===== config.mk =====
export PLATFORM = sky130hd
export DESIGN_NAME = ad5667_dac_scheduler_flat
export DESIGN_NICKNAME = d
export VERILOG_FILES = /design/src/rtl/ad5667_pkg.sv /design/src/rtl/ad5667_dac_scheduler_if.sv /design/src/rtl/ad5667_req_arbiter.sv /design/src/rtl/ad5667_dac_scheduler.sv /design/src/flat_wrapper.sv
export SDC_FILE = /design/constraint.sdc
export NUM_CORES = 1
export LEC_CHECK = 0
export CORE_ASPECT_RATIO = 1.2
export CORE_MARGIN = 2
export CORE_UTILIZATION = 62
export CTS_CLUSTER_DIAMETER = 30
export CTS_CLUSTER_SIZE = 28
export DETAILED_ROUTE_END_ITERATION = 7
export DONT_BUFFER_PORTS = 1
export PLACE_DENSITY = 0.78
export SYNTH_ARGS = -nofsm -noshare
export SYNTH_HDL_FRONTEND = slang
export SYNTH_SLANG_ARGS = --single-unit

===== constraint.sdc =====
create_clock -name clk_i -period 2.6 [get_ports clk_i]
set_clock_uncertainty 0.15 [all_clocks]
set_input_delay 0.39 -clock clk_i [delete_from_list [all_inputs] [get_ports clk_i]]
set_output_delay 0.39 -clock clk_i [all_outputs]
set_load 0.005 [all_outputs]

===== src/rtl/ad5667_pkg.sv =====
// -----------------------------------------------------------------------------
// ad5667_pkg
// Shared constants and types for the AD5667 DAC scheduler:
//   - AD5667 command codes and channel selectors (command byte = {2'b00, cmd, ch})
//   - 7-bit slave base address (A1:A0 appended by the top-level parameter)
//   - scheduler state encoding and request kinds
//   - cmd_byte(): command byte for a given request kind
// -----------------------------------------------------------------------------
package ad5667_pkg;

   localparam logic [2:0] CMD_WRITE          = 3'b000;
   localparam logic [2:0] CMD_UPDATE         = 3'b001;
   localparam logic [2:0] CMD_WRITE_UPD_ALL  = 3'b010;
   localparam logic [2:0] CMD_WRITE_UPDATE   = 3'b011;
   localparam logic [2:0] CMD_POWER          = 3'b100;
   localparam logic [2:0] CMD_RESET          = 3'b101;
   localparam logic [2:0] CMD_LDAC           = 3'b110;
   localparam logic [2:0] CMD_REFERENCE      = 3'b111;

   localparam logic [2:0] CH_A  = 3'b000;
   localparam logic [2:0] CH_B  = 3'b001;
   localparam logic [2:0] CH_AB = 3'b111;

   localparam logic [4:0] BASE_ADDR = 5'b00011;

   // Data bytes of the reference command: 0x00 0x01 switches the internal reference on.
   localparam logic [15:0] REF_ON_PAYLOAD = 16'h0001;

   typedef enum logic [1:0] {
      ST_IDLE  = 2'd0,
      ST_SEND  = 2'd1,
      ST_WAIT  = 2'd2,
      ST_RETRY = 2'd3
   } state_e;

   typedef enum logic [1:0] {
      REQ_A   = 2'd0,
      REQ_B   = 2'd1,
      REQ_REF = 2'd2
   } req_e;

   function automatic logic [7:0] cmd_byte(input req_e kind);
      case (kind)
         REQ_A:   cmd_byte = {2'b00, CMD_WRITE_UPDATE, CH_A};
         REQ_B:   cmd_byte = {2'b00, CMD_WRITE_UPDATE, CH_B};
         default: cmd_byte = {2'b00, CMD_REFERENCE, CH_A};
      endcase
   endfunction

endpackage


===== src/rtl/ad5667_dac_scheduler_if.sv =====
// -----------------------------------------------------------------------------
// ad5667_dac_scheduler_if
// Byte-level request/response channel between the scheduler and the I2C master.
//   valid/ready : byte handshake (byte accepted when both high)
//   start/stop  : generate START before / STOP after this byte (qualified by valid)
//   data        : byte to transmit
//   done        : 1-cycle pulse, the accepted byte has finished on the bus
//   nack        : valid with done, the slave did not acknowledge
// The scheduler originates the byte stream and uses the master modport; the
// I2C bus master sits on the slave modport of this channel.
// -----------------------------------------------------------------------------
interface ad5667_dac_scheduler_if;
   logic       valid;
   logic       ready;
   logic       start;
   logic       stop;
   logic [7:0] data;
   logic       done;
   logic       nack;

   modport master (
      output valid, start, stop, data,
      input  ready, done, nack
   );

   modport slave (
      input  valid, start, stop, data,
      output ready, done, nack
   );
endinterface


===== src/rtl/ad5667_req_arbiter.sv =====
// -----------------------------------------------------------------------------
// ad5667_req_arbiter
// Holds the per-channel target codes, dirty bits and shadow-changed flags, the
// round-robin pointer, and the payload snapshot taken at grant.
// Ports:
//   i_clk, i_rst        clock, synchronous active-high reset
//   i_dac_a/_wr         channel A target code and 1-cycle write strobe
//   i_dac_b/_wr         channel B target code and 1-cycle write strobe
//   i_ref_pending       reference-on command still owed (highest priority)
//   i_grant             scheduler accepts the current pick (IDLE only)
//   i_retire            granted request has finished (completed or dropped)
//   o_req_valid         something is waiting to be sent
//   o_dirty             at least one channel is dirty
//   o_kind              kind of the granted (in-flight) request
//   o_snap              16-bit payload of the granted request
// -----------------------------------------------------------------------------
module ad5667_req_arbiter
   import ad5667_pkg::*;
(
   input  logic        i_clk,
   input  logic        i_rst,
   input  logic [15:0] i_dac_a,
   input  logic        i_dac_a_wr,
   input  logic [15:0] i_dac_b,
   input  logic        i_dac_b_wr,
   input  logic        i_ref_pending,
   input  logic        i_grant,
   input  logic        i_retire,
   output logic        o_req_valid,
   output logic        o_dirty,
   output req_e        o_kind,
   output logic [15:0] o_snap
);

   logic        r_dirty_a, r_dirty_b;
   logic        r_shadow_a, r_shadow_b;
   logic        r_ptr_b;
   req_e        r_kind;
   logic [15:0] r_tgt_a, r_tgt_b, r_snap;
   req_e        w_pick;

   always_comb begin
      w_pick = REQ_A;
      if (i_ref_pending)
         w_pick = REQ_REF;
      else if (r_dirty_a && r_dirty_b)
         w_pick = r_ptr_b ? REQ_B : REQ_A;
      else if (r_dirty_b)
         w_pick = REQ_B;
   end

   // The shadow flag records any write since the channel was last granted.
   // A write in the grant cycle itself is not in the snapshot, so it sets the
   // flag too; retiring a channel clears dirty only when the flag is clear.
   always_ff @(posedge i_clk) begin
      if (i_rst) begin
         r_dirty_a  <= 1'b0;
         r_dirty_b  <= 1'b0;
         r_shadow_a <= 1'b0;
         r_shadow_b <= 1'b0;
         r_ptr_b    <= 1'b0;
         r_kind     <= REQ_A;
      end else begin
         if (i_grant) begin
            r_kind <= w_pick;
            if (w_pick != REQ_REF && r_dirty_a && r_dirty_b)
               r_ptr_b <= ~r_ptr_b;
         end

         if (i_dac_a_wr) begin
            r_dirty_a  <= 1'b1;
            r_shadow_a <= 1'b1;
         end else begin
            if (i_grant && w_pick == REQ_A)
               r_shadow_a <= 1'b0;
            if (i_retire && r_kind == REQ_A && !r_shadow_a)
               r_dirty_a <= 1'b0;
         end

         if (i_dac_b_wr) begin
            r_dirty_b  <= 1'b1;
            r_shadow_b <= 1'b1;
         end else begin
            if (i_grant && w_pick == REQ_B)
               r_shadow_b <= 1'b0;
            if (i_retire && r_kind == REQ_B && !r_shadow_b)
               r_dirty_b <= 1'b0;
         end
      end
   end

   // Data registers carry no reset; they are only observed once a dirty bit
   // or a grant qualifies them.
   always_ff @(posedge i_clk) begin
      if (i_dac_a_wr)
         r_tgt_a <= i_dac_a;
      if (i_dac_b_wr)
         r_tgt_b <= i_dac_b;
      if (i_grant) begin
         case (w_pick)
            REQ_A:   r_snap <= r_tgt_a;
            REQ_B:   r_snap <= r_tgt_b;
            default: r_snap <= REF_ON_PAYLOAD;
         endcase
      end
   end

   assign o_dirty     = r_dirty_a | r_dirty_b;
   assign o_req_valid = i_ref_pending | r_dirty_a | r_dirty_b;
   assign o_kind      = r_kind;
   assign o_snap      = r_snap;

endmodule


===== src/rtl/ad5667_dac_scheduler.sv =====
// -----------------------------------------------------------------------------
// ad5667_dac_scheduler
// Keeps the two AD5667 outputs equal to the firmware target codes by issuing
// 4-byte write-and-update transactions through a byte-level I2C master, with
// an optional one-time internal-reference-on command after reset.
// Parameters:
//   ADDR_SEL   A1:A0 address pins; slave address {5'b00011, ADDR_SEL}
//   INT_REF    issue the reference-on command once after reset
//   MAX_RETRY  re-attempts of a NACKed transaction before it is dropped
// Ports:
//   clk_i, rst_i        clock, synchronous active-high reset
//   dac_a_i/dac_a_wr_i  channel A target code and write strobe
//   dac_b_i/dac_b_wr_i  channel B target code and write strobe
//   i2c                 byte channel to the I2C master (master modport)
//   dac_a_o, dac_b_o    last code successfully written to each channel
//   busy_o              transaction in flight or anything pending
//   err_o               sticky: a transaction was dropped after retries
// -----------------------------------------------------------------------------
module ad5667_dac_scheduler
   import ad5667_pkg::*;
#(
   parameter logic [1:0] ADDR_SEL  = 2'b00,
   parameter bit         INT_REF   = 1'b1,
   parameter int         MAX_RETRY = 3
) (
   input  logic                          clk_i,
   input  logic                          rst_i,
   input  logic [15:0]                   dac_a_i,
   input  logic                          dac_a_wr_i,
   input  logic [15:0]                   dac_b_i,
   input  logic                          dac_b_wr_i,
   ad5667_dac_scheduler_if.master        i2c,
   output logic [15:0]                   dac_a_o,
   output logic [15:0]                   dac_b_o,
   output logic                          busy_o,
   output logic                          err_o
);

   localparam int RETRY_W = (MAX_RETRY < 2) ? 1 : $clog2(MAX_RETRY + 1);

   state_e               r_state, w_state_nxt;
   logic [1:0]           r_idx, w_idx_nxt;
   logic [RETRY_W-1:0]   r_retry, w_retry_nxt;
   logic                 r_ref_pending;
   logic                 w_grant, w_complete, w_drop, w_retire;
   logic                 w_req_valid, w_dirty;
   req_e                 w_kind;
   logic [15:0]          w_snap;

   ad5667_req_arbiter u_arb (
      .i_clk         (clk_i),
      .i_rst         (rst_i),
      .i_dac_a       (dac_a_i),
      .i_dac_a_wr    (dac_a_wr_i),
      .i_dac_b       (dac_b_i),
      .i_dac_b_wr    (dac_b_wr_i),
      .i_ref_pending (r_ref_pending),
      .i_grant       (w_grant),
      .i_retire      (w_retire),
      .o_req_valid   (w_req_valid),
      .o_dirty       (w_dirty),
      .o_kind        (w_kind),
      .o_snap        (w_snap)
   );

   assign w_retire = w_complete | w_drop;

   always_comb begin
      w_state_nxt = r_state;
      w_idx_nxt   = r_idx;
      w_retry_nxt = r_retry;
      w_grant     = 1'b0;
      w_complete  = 1'b0;
      w_drop      = 1'b0;
      case (r_state)
         ST_IDLE: begin
            if (w_req_valid) begin
               w_grant     = 1'b1;
               w_idx_nxt   = 2'd0;
               w_state_nxt = ST_SEND;
            end
         end
         ST_SEND: begin
            if (i2c.ready)
               w_state_nxt = ST_WAIT;
         end
         ST_WAIT: begin
            if (i2c.done) begin
               if (i2c.nack)
                  w_state_nxt = ST_RETRY;
               else if (r_idx == 2'd3) begin
                  w_complete  = 1'b1;
                  w_retry_nxt = '0;
                  w_state_nxt = ST_IDLE;
               end else begin
                  w_idx_nxt   = r_idx + 2'd1;
                  w_state_nxt = ST_SEND;
               end
            end
         end
         ST_RETRY: begin
            // The master has already issued STOP; restart from the address byte.
            if (int'(r_retry) < MAX_RETRY) begin
               w_retry_nxt = r_retry + RETRY_W'(1);
               w_idx_nxt   = 2'd0;
               w_state_nxt = ST_SEND;
            end else begin
               w_drop      = 1'b1;
               w_retry_nxt = '0;
               w_state_nxt = ST_IDLE;
            end
         end
         default: w_state_nxt = ST_IDLE;
      endcase
   end

   // Byte fields are forced to zero outside SEND so nothing stale is visible.
   always_comb begin
      i2c.valid = 1'b0;
      i2c.start = 1'b0;
      i2c.stop  = 1'b0;
      i2c.data  = 8'h00;
      if (r_state == ST_SEND) begin
         i2c.valid = 1'b1;
         i2c.start = (r_idx == 2'd0);
         i2c.stop  = (r_idx == 2'd3);
         case (r_idx)
            2'd0:    i2c.data = {BASE_ADDR, ADDR_SEL, 1'b0};
            2'd1:    i2c.data = cmd_byte(w_kind);
            2'd2:    i2c.data = w_snap[15:8];
            default: i2c.data = w_snap[7:0];
         endcase
      end
   end

   always_ff @(posedge clk_i) begin
      if (rst_i) begin
         r_state       <= ST_IDLE;
         r_idx         <= 2'd0;
         r_retry       <= '0;
         r_ref_pending <= INT_REF;
         err_o         <= 1'b0;
         dac_a_o       <= 16'h0000;
         dac_b_o       <= 16'h0000;
      end else begin
         r_state <= w_state_nxt;
         r_idx   <= w_idx_nxt;
         r_retry <= w_retry_nxt;
         if (w_drop)
            err_o <= 1'b1;
         if (w_retire && w_kind == REQ_REF)
            r_ref_pending <= 1'b0;
         if (w_complete && w_kind == REQ_A)
            dac_a_o <= w_snap;
         if (w_complete && w_kind == REQ_B)
            dac_b_o <= w_snap;
      end
   end

   assign busy_o = (r_state != ST_IDLE) | w_dirty | r_ref_pending;

endmodule


===== src/flat_wrapper.sv =====
// flat-port wrapper written by rule: the top's interface ports become plain ports
module ad5667_dac_scheduler_flat import ad5667_pkg::*;
#(
   parameter logic [1:0] ADDR_SEL  = 2'b00,
   parameter bit         INT_REF   = 1'b1,
   parameter int         MAX_RETRY = 3
)
  (clk_i, rst_i, dac_a_i, dac_a_wr_i, dac_b_i, dac_b_wr_i, dac_a_o, dac_b_o, busy_o, err_o, i2c_valid, i2c_start, i2c_stop, i2c_data, i2c_ready, i2c_done, i2c_nack);
  ad5667_dac_scheduler_if i2c_i ();
  input  logic clk_i;
  input  logic rst_i;
  input  logic [15:0] dac_a_i;
  input  logic dac_a_wr_i;
  input  logic [15:0] dac_b_i;
  input  logic dac_b_wr_i;
  output logic [15:0] dac_a_o;
  output logic [15:0] dac_b_o;
  output logic busy_o;
  output logic err_o;
  output wire logic [$bits(i2c_i.valid)-1:0] i2c_valid;
  output wire logic [$bits(i2c_i.start)-1:0] i2c_start;
  output wire logic [$bits(i2c_i.stop)-1:0] i2c_stop;
  output wire logic [$bits(i2c_i.data)-1:0] i2c_data;
  input wire logic [$bits(i2c_i.ready)-1:0] i2c_ready;
  input wire logic [$bits(i2c_i.done)-1:0] i2c_done;
  input wire logic [$bits(i2c_i.nack)-1:0] i2c_nack;
  assign i2c_valid = i2c_i.valid;
  assign i2c_start = i2c_i.start;
  assign i2c_stop = i2c_i.stop;
  assign i2c_data = i2c_i.data;
  assign i2c_i.ready = i2c_ready;
  assign i2c_i.done = i2c_done;
  assign i2c_i.nack = i2c_nack;
  ad5667_dac_scheduler #(.ADDR_SEL(ADDR_SEL), .INT_REF(INT_REF), .MAX_RETRY(MAX_RETRY)) u_core (.clk_i(clk_i), .rst_i(rst_i), .dac_a_i(dac_a_i), .dac_a_wr_i(dac_a_wr_i), .dac_b_i(dac_b_i), .dac_b_wr_i(dac_b_wr_i), .i2c(i2c_i), .dac_a_o(dac_a_o), .dac_b_o(dac_b_o), .busy_o(busy_o), .err_o(err_o));
endmodule

==> flow_summary_export.csv, run 1 <==
group,metric,value,unit
cts,cts_tree,"built",
detailed_routing,vias,2627,
layout,final_cells,444,
logic_synthesis,synth-seq-cells,95,
layout,antenna_cells,0,
worst_setup_path,path_max_fanout,15,
timing,finalSetupViolations,0,
logic_synthesis,synth_area_leaders,"edfxtp_1 (37%), dfxtp_1 (24%), mux2i_1 (8.3%), nand2_1 (5.8%), a22o_1 (3.4%)",
timing,fin_tns_setup,0,ns
floorplanning,start_util,64.2,%
timing,layout_worst_path_cycle_share,91.2,%
global_routing,grt_pass1_wl,13300,um
worst_setup_path,required,2.06,ns
cts,cts_resized,0,
logic_synthesis,netlist.area_leader.share,37.3,%
layout,drive_gt1_share,8.01,%
logic_synthesis,yosysTopAreaCell,"edfxtp_1",
floorplanning,fp-row-count,31,
worst_setup_path,worst_setup_path_start_kind,"flip-flop",
place,port_buffers,0,
cts,ctsLongestPathBuffers,2,
global_routing,grt-ovfl-total,0,
layout,area_growth,15.0,%
cts,path_clk_slew,0.10,ns
floorplanning,coreArea,6010,sq um
cts,clock_sink_count,95,
floorplanning,ios,84,
detailed_routing,wl_per_cell,18.3,um
power_and_ir_drop,powerDensity,644,nW/um^2
place,place_congestion,0.942,
global_routing,antenna_found_initial,0,
cts,cts_buffers,9,
cts,holdBufCountCts,36,
worst_setup_path,cp.arrival,1.83,ns
global_routing,grt_max_degree,28,
logic_synthesis,syn_avg_cell_area,11.9,sq um
cts,post_cts_buffers,0,
timing,final_max_slew_viol_count,0,
global_routing,track_usage,25.3,%
power_and_ir_drop,p_leak,1.70,nW
detailed_routing,drtIter0Drc,226,
timing,maxSlewHeadroom,49.0,%
global_routing,first_global_vias,2675,
logic_synthesis,ys_seq_area_share,61.7,%
logic_synthesis,ys_top_cells_by_count,"nand2_1 (60), edfxtp_1 (48), dfxtp_1 (47)",
cts,htree_num_levels,3,
logic_synthesis,syn_nets,369,
timing,fmax,422,MHz
timing,rsz0062_at_grt,"no",
detailed_routing,drtAntennaViolNets,0,
logic_synthesis,synth_most_common_cell,"nand2_1",
detailed_routing,drc,0,
worst_setup_path,critical_path_class,"reg -> out",
timing,min_period,2.37,ns
logic_synthesis,synthDistinctLibCells,48,
min_path,hold_path.class,"in -> reg",
cts,cts_root_buf,"clkbuf_8",
run_status,outcome,"finished, final reports clean",
logic_synthesis,netlist_instances,324,
timing,timing.final.hold_violations,0,
floorplanning,dieWidth,76.0,um
detailed_routing,routed_via_density,5.92,
logic_synthesis,synth_edf_count,48,
worst_setup_path,crit_path_end_kind,"output port",
logic_synthesis,synth_flop_cell,"edfxtp_1",
layout,nets,402,
floorplanning,die_y,90.5,um
place,dpl.hpwl,4840,um
detailed_routing,dr.pass1.iters,4,
place,dp.cells,392,
detailed_routing,drt_wl_total,8140,um
job,drv_cap,0,
floorplanning,die_area,6880,sq um
cts,clkLatencyLatePin,0.38,ns
timing,tightest_slew,0.763,ns
logic_synthesis,netlist_area,3860,sq um
power_and_ir_drop,vdd_drop_max,0.420,mV
logic_synthesis,async_flop_share,0,%
logic_synthesis,synth_warnings,0,
## cell families after synthesis
kind of cell / Yosys count / share of synthesized area [%]
simple gates: 103 / 13.4
fa+ha+maj: 6 / 1.94
buf+inv: 32 / 4.47
flops: 95 / 61.7
compound gates: 55 / 9.95
mux: 33 / 8.59
## report_power, final
| part | internal (W) | switching, W |
|---|---|---|
| clock network | 0.000464 | 0.000552 |
| logic | 0.0000667 | 0.0000841 |
| registers | 0.00165 | 0.0000447 |
## per-layer routing
metal,vias up,share of wire (%),track usage [%]
li1,1236,-,-
met1,1261,40,30.0
met2,107,49,41.9
met3,23,7.6,7.60
met4,0,3.0,13.2
met5,-,0,0
## worst max-delay path, stage by stage, from the launching register on
cell,delay (ns)
dfxtp_1,0.44
ha_1,0.44
nor3_1,0.15
a221oi_1,0.44
## state kept, by name, summed over array words and instances (netlist names), 16 cells and up
name	count
u_core.dac_a_o	16
u_core.u_arb.r_tgt_a	16
u_core.u_arb.o_snap	16
u_core.u_arb.r_tgt_b	16
u_core.dac_b_o	16
## cells in the final DEF, fill, tap and decap left out, types with 5 or more instances in the layout
cell type      count
nor2_1             8
ha_1               6
inv_1             11
nand3b_1           5
dfxtp_1           47
a21oi_1           16
dlygate4sd3_1     36
edfxtp_1          48
o21ai_0            7
mux2i_1           32
a22o_1            15
nor3_1             5
clkbuf_8           9
nand2_1           60
## final cells by class
class	instances	area, sq um
multi-input combinational	197	1310
timing repair buffer	40	390
clock inverter	7	83.8
inverter	14	52.6
sequential	95	2380
clock buffer	9	124
fill	391	1570
tap	82	103
## path summary, 6_finish.rpt
path	startpoint	slack, ns	cells after the start	endpoint
worst min register to register	u_core.r_retry[1]$_SDFFE_PP0P_	0.32	2	u_core.r_retry[1]$_SDFFE_PP0P_
worst max register to register	u_core.r_idx[1]$_SDFFE_PP0P_	0.62	4	u_core.dac_a_o[9]$_SDFFE_PP0P_
worst min-delay path	rst_i	0.009	2	u_core.r_state[0]$_SDFFE_PP0P_
worst max-delay path	u_core.r_idx[1]$_SDFFE_PP0P_	0.23	3	i2c_data[4]
## metrics by stage
step | cell area (sq um) | hold slack (ns) | total power (W) | utilization (%) | setup slack (ns)
CTS | 4440 | 0.00625 | 0.00285 | 73.9 | 0.215
finish | 4440 | 0.00942 | 0.00286 | 73.9 | 0.228
floorplan | 3860 | 0.290 | 0.00179 | - | 0.503
global placement | 3870 | 0.302 | 0.00181 | 64.4 | 0.659
global route | 4440 | 0.00922 | 0.00296 | 73.9 | 0.0692
detailed placement | 3870 | 0.310 | 0.00181 | 64.4 | 0.635
No activity file was read; power rests on OpenSTA's default activity.
==> run 2, diff against run 1 <==
- CORE_UTILIZATION: 62 -> 40
- PLACE_DENSITY: 0.78 -> default
==> run 2 against run 1 <==
Effect of this change:
- critical path type unchanged
- clock power increased by 26%
- wire length rose by 4.2%
- flip-flop and latch count unchanged
- global-route usage down 8.8 points
- final cell count up 9.2%
- core utilization fell by 25 points
==> flow_summary_export.csv, run 2 (synthesis results as in run 1) <==
group,metric,value,unit
layout,final_area,4580,sq um
layout,final_cell_mix,"nand2_1 (60), edfxtp_1 (48), dfxtp_1 (47), dlygate4sd3_1 (35), mux2i_1 (32)",
cts,htree_num_levels,3,
place,port_buffers,0,
worst_setup_path,required,2.06,ns
worst_setup_path,path_buf_inv,0,
cts,clock_sink_count,95,
worst_setup_path,rrSetupSlack,0.58,ns
detailed_routing,drc,0,
detailed_routing,drtAntennaViolNets,0,
floorplanning,fp-row-count,39,
layout,final_common_cell,"nand2_1",
power_and_ir_drop,clkPwrFrac,41.1,%
layout,drive_gt1_share,8.56,%
worst_setup_path,crit_slowest_cell,"dfxtp_1",
power_and_ir_drop,powerDensity,684,nW/um^2
timing,tightest_slew,0.769,ns
worst_setup_path,critical_path_class,"reg -> out",
detailed_routing,routed_via_density,5.25,
worst_setup_path,critPathMaxStageDelay,0.61,ns
power_and_ir_drop,p_leak,1.74,nW
power_and_ir_drop,p_seq_share,54.1,%
power_and_ir_drop,p_sw_share,23.5,%
place,post-place-ws,0.571,ns
worst_setup_path,r2r-start,"u_core.r_idx[1]$_SDFFE_PP0P_",
floorplanning,start_util,40.8,%
timing,timing.final.hold_violations,0,
cts,cts_tree,"built",
layout,num-fill-cells,864,
power_and_ir_drop,vdd_drop_max,0.420,mV
worst_setup_path,crit_path_cell_trace,"nand2_1, a221oi_1",
timing,finalSetupViolations,0,
job,drv_cap,0,
min_path,worstHoldStart,"i2c_ready",
power_and_ir_drop,power.share.combinational,4.8,%
detailed_routing,wl_per_cell,17.5,um
timing,final_max_slew_viol_count,0,
detailed_routing,drtIter0Drc,170,
run_status,outcome,"finished, final reports clean",
timing,layout_worst_path_cycle_share,90.5,%
cts,post_cts_buffers,0,
floorplanning,dieWidth,93.7,um
detailed_routing,dr.pass1.iters,4,
timing,fin_tns_setup,0,ns
global_routing,grt_pass1_wl,13200,um
cts,ctsLongestPathBuffers,2,
timing,hold_ws,0.0305,ns
layout,antenna_cells,0,
floorplanning,coreArea,9470,sq um
worst_setup_path,crit_path_end_kind,"output port",
worst_setup_path,timing.critical_path.from,"u_core.r_state[0]$_SDFFE_PP0P_",
min_path,hold_path.class,"in -> reg",
worst_setup_path,worst_setup_path_start_kind,"flip-flop",
cts,cts_root_buf,"clkbuf_16",
timing,fmax,425,MHz
cts,path_clk_slew,0.07,ns
power_and_ir_drop,switchingPower,0.000737,W
place,place_congestion,0.779,
place,dpl.hpwl,5550,um
floorplanning,ios,84,
power_and_ir_drop,p_int,0.00239,W
place,place_area,3930,sq um
global_routing,antenna_found_initial,0,
timing,min_period,2.35,ns
global_routing,track_usage,16.6,%
detailed_routing,vias,2547,
floorplanning,die_area,10500,sq um
global_routing,grt-ovfl-total,0,
global_routing,grt_max_degree,31,
worst_setup_path,cp.arrival,1.81,ns
timing,rsz0062_at_grt,"no",
timing,layout_setup_ws,0.246,ns
timing,maxSlewHeadroom,48.6,%
worst_setup_path,crit_family,"flip-flops",
cts,clkLatencyLatePin,0.34,ns
cts,cts_buffers,9,
worst_setup_path,path_max_fanout,15,
layout,area_growth,18.6,%
floorplanning,die_y,112,um
detailed_routing,drt_wl_total,8480,um
global_routing,first_global_vias,2591,
layout,fin_util,48.4,%
layout,nets,402,
==> run 2: worst paths after layout <==
kind / end / cells after the start
setup / recovery: i2c_data[4] / 2
hold / removal: u_core.r_state[1]$_SDFFE_PP0P_ / 2
setup reg to reg: u_core.dac_a_o[1]$_SDFFE_PP0P_ / 4
hold reg to reg: u_core.r_retry[1]$_SDFFE_PP0P_ / 2
==> run 2: area by class of cell <==
type                       instances  area [sq um]  share of cell area, %
sequential                        95          2380                   52.0
clock inverter                     7          70.1                   1.53
tap                              123           154                   3.36
timing repair buffer              40           388                   8.47
clock buffer                       9           225                   4.92
multi-input combinational        197          1310                   28.6
inverter                          14          52.6                   1.15
==> run 2: power groups by stage <==
stage | Sequential, W | Clock, W | Combinational (W)
after global placement | 0.00172 | 0 | 0.0000923
after detailed placement | 0.00173 | 0 | 0.0000955
after global routing | 0.00170 | 0.00139 | 0.000165
final | 0.00169 | 0.00129 | 0.000151
after floorplan | 0.00170 | 0 | 0.0000834
after CTS | 0.00169 | 0.00132 | 0.000149
==> run 2: per-layer routing <==
| layer | vias to the layer above | GRT usage (%) | share of wire (%) |
|---|---|---|---|
| met4 | 0 | 7.54 | 2.8 |
| met2 | 92 | 27.6 | 50 |
| met1 | 1203 | 19.3 | 40 |
| li1 | 1235 | - | - |
| met5 | - | 0 | 0 |
| met3 | 17 | 5.41 | 7.0 |
==> run 2: timing repair <==
action	in CTS	in global routing
hold buffers	35	0
endpoints found under the setup margin	0	1
hold endpoints to repair	75	0
gates resized for setup	0	1
==> run 2: worst register-to-register path, stage by stage, from the launching register on <==
cell	delay (ns)
dfxtp_1	0.45
ha_1	0.31
nand3b_4	0.14
or4_4	0.67
mux2i_1	0.19
==> run 2: metrics by stage <==
stage | instances | power [W]
floorplan | 324 | 0.00179
global placement | 434 | 0.00182
detailed placement | 434 | 0.00182
CTS | 485 | 0.00316
global route | 485 | 0.00325
finish | 485 | 0.00313
==> run 3, diff against run 2 <==
- PLACE_DENSITY: default -> 0.65
==> run 3 against run 2 <==
Effect of this change:
- maximum frequency fell by 0.96%
- final cell count down 0.41%
- clock power barely moved
- first-iteration DRC count grew 12%
- global-route usage shrank 0.11 points
- non-clock buffer count fell by 2
- register-to-register slack better by 0.03 ns
- via count down 0.90%
- critical path depth grew 1
- core utilization decreased by 0.17 points
- count of clock-buffer cells in the layout is 1 higher
- sequential share of layout area is 0.19 points higher
- critical endpoint is now i2c_data[3]
==> flow_summary_export.csv, run 3 (synthesis results as in run 1) <==
group,metric,value,unit
run_status,outcome,"finished, final reports clean",
power_and_ir_drop,power.share.combinational,4.4,%
timing,rsz0062_at_grt,"no",
detailed_routing,drc,0,
floorplanning,start_util,40.8,%
cts,clkLatencyLatePin,0.33,ns
power_and_ir_drop,p_sw_share,21.2,%
power_and_ir_drop,clkPwrFrac,41.3,%
floorplanning,fp-row-count,39,
timing,maxSlewHeadroom,57.2,%
detailed_routing,dr.pass1.iters,5,
cts,clock_sink_count,95,
worst_setup_path,crit_path_end_kind,"output port",
timing,tightest_slew,0.643,ns
place,place_congestion,0.804,
timing,final_max_slew_viol_count,0,
detailed_routing,drtIter0Drc,191,
floorplanning,die_y,112,um
detailed_routing,drt_wl_total,8280,um
detailed_routing,drtAntennaViolNets,0,
floorplanning,coreArea,9470,sq um
power_and_ir_drop,p_int,0.00246,W
power_and_ir_drop,p_seq_share,54.3,%
layout,final_area,4560,sq um
cts,htree_num_levels,3,
detailed_routing,vias,2524,
worst_setup_path,path_max_fanout,15,
layout,nets,400,
job,drv_cap,0,
power_and_ir_drop,vdd_drop_max,0.432,mV
timing,timing.final.hold_violations,0,
timing,fin_tns_setup,0,ns
floorplanning,die_area,10500,sq um
cts,cts_root_buf,"clkbuf_16",
place,place_area,3950,sq um
global_routing,first_global_vias,2538,
layout,final_common_cell,"nand2_1",
power_and_ir_drop,p_leak,1.73,nW
worst_setup_path,worst_setup_path_start_kind,"flip-flop",
cts,cts_resized,0,
power_and_ir_drop,switchingPower,0.000661,W
layout,final_cell_mix,"nand2_1 (60), edfxtp_1 (48), dfxtp_1 (47), dlygate4sd3_1 (33), mux2i_1 (32)",
cts,path_clk_slew,0.07,ns
power_and_ir_drop,powerDensity,683,nW/um^2
cts,cts_buffers,9,
global_routing,grt_pass1_wl,13200,um
floorplanning,ios,84,
power_and_ir_drop,finalPower,0.00312,W
layout,drive_gt1_share,7.78,%
cts,cts_tree,"built",
detailed_routing,wl_per_cell,17.1,um
detailed_routing,routed_via_density,5.23,
worst_setup_path,critical_path_class,"reg -> out",
place,port_buffers,0,
timing,fmax,421,MHz
global_routing,grt_max_degree,21,
global_routing,track_usage,16.5,%
worst_setup_path,cp.arrival,1.84,ns
min_path,hold_path.class,"in -> reg",
global_routing,grt-ovfl-total,0,
timing,min_period,2.38,ns
cts,ctsLongestPathBuffers,2,
layout,antenna_cells,0,
timing,layout_worst_path_cycle_share,91.4,%
floorplanning,dieWidth,93.7,um
worst_setup_path,required,2.06,ns
timing,finalSetupViolations,0,
global_routing,antenna_found_initial,0,
place,dpl.hpwl,5470,um
layout,area_growth,18.2,%
-- run 3: path summary, 6_finish.rpt --
kind	depth (start not counted)	slack (ns)	endpoint	from
hold reg to reg	2	0.32	u_core.r_retry[1]$_SDFFE_PP0P_	u_core.r_retry[1]$_SDFFE_PP0P_
hold / removal	0	0.02	u_core.u_arb.r_tgt_b[3]$_DFFE_PP_	dac_b_wr_i
setup / recovery	3	0.22	i2c_data[3]	u_core.r_idx[1]$_SDFFE_PP0P_
setup reg to reg	4	0.61	u_core.dac_a_o[5]$_SDFFE_PP0P_	u_core.r_idx[1]$_SDFFE_PP0P_
-- run 3: area by class of cell --
cell class / instances / area (sq um)
Clock buffer: 10 / 229
Clock inverter: 6 / 60.1
Fill cell: 856 / 4900
Inverter: 14 / 52.6
Multi-Input combinational cell: 197 / 1310
Sequential cell: 95 / 2380
Tap cell: 123 / 154
Timing Repair Buffer: 38 / 380
-- run 3: power groups by stage --
stage	Clock, W	Sequential, W	Combinational [W]
floorplan	0	0.00170	0.0000834
detailed placement	0	0.00172	0.0000943
global placement	0	0.00172	0.0000918
finish	0.00129	0.00169	0.000137
CTS	0.00131	0.00169	0.000135
global route	0.00138	0.00170	0.000153
-- run 3: per-stage QoR --
step | hold slack [ns] | worst slack, ns | instances | utilization, %
after floorplan | 0.290 | 0.503 | 324 | -
after global placement | 0.305 | 0.652 | 434 | 41.7
after detailed placement | 0.313 | 0.598 | 434 | 41.7
after CTS | 0.00582 | 0.241 | 483 | 48.2
after global routing | 0.00178 | 0.0470 | 483 | 48.2
final | 0.0161 | 0.223 | 483 | 48.2
-- run 3: layer usage --
layer / part of all wire [%] / vias up / global-route usage [%]
met3: 6.8 / 10 / 3.86
met2: 49 / 83 / 27.1
met1: 42 / 1195 / 20.8
met5: 0 / - / 0
li1: - / 1236 / -
met4: 1.9 / 0 / 6.67
-- run 3: timing repair --
action,in CTS,in global routing
setup buffers,0,0
hold buffers,33,0
endpoints found under the hold margin,43,0
-- run 3: critical path: stages, from the launching register on --
cell	delay (ns)
dfxtp_1	0.43
ha_1	0.44
nor3_1	0.14
a221oi_1	0.49
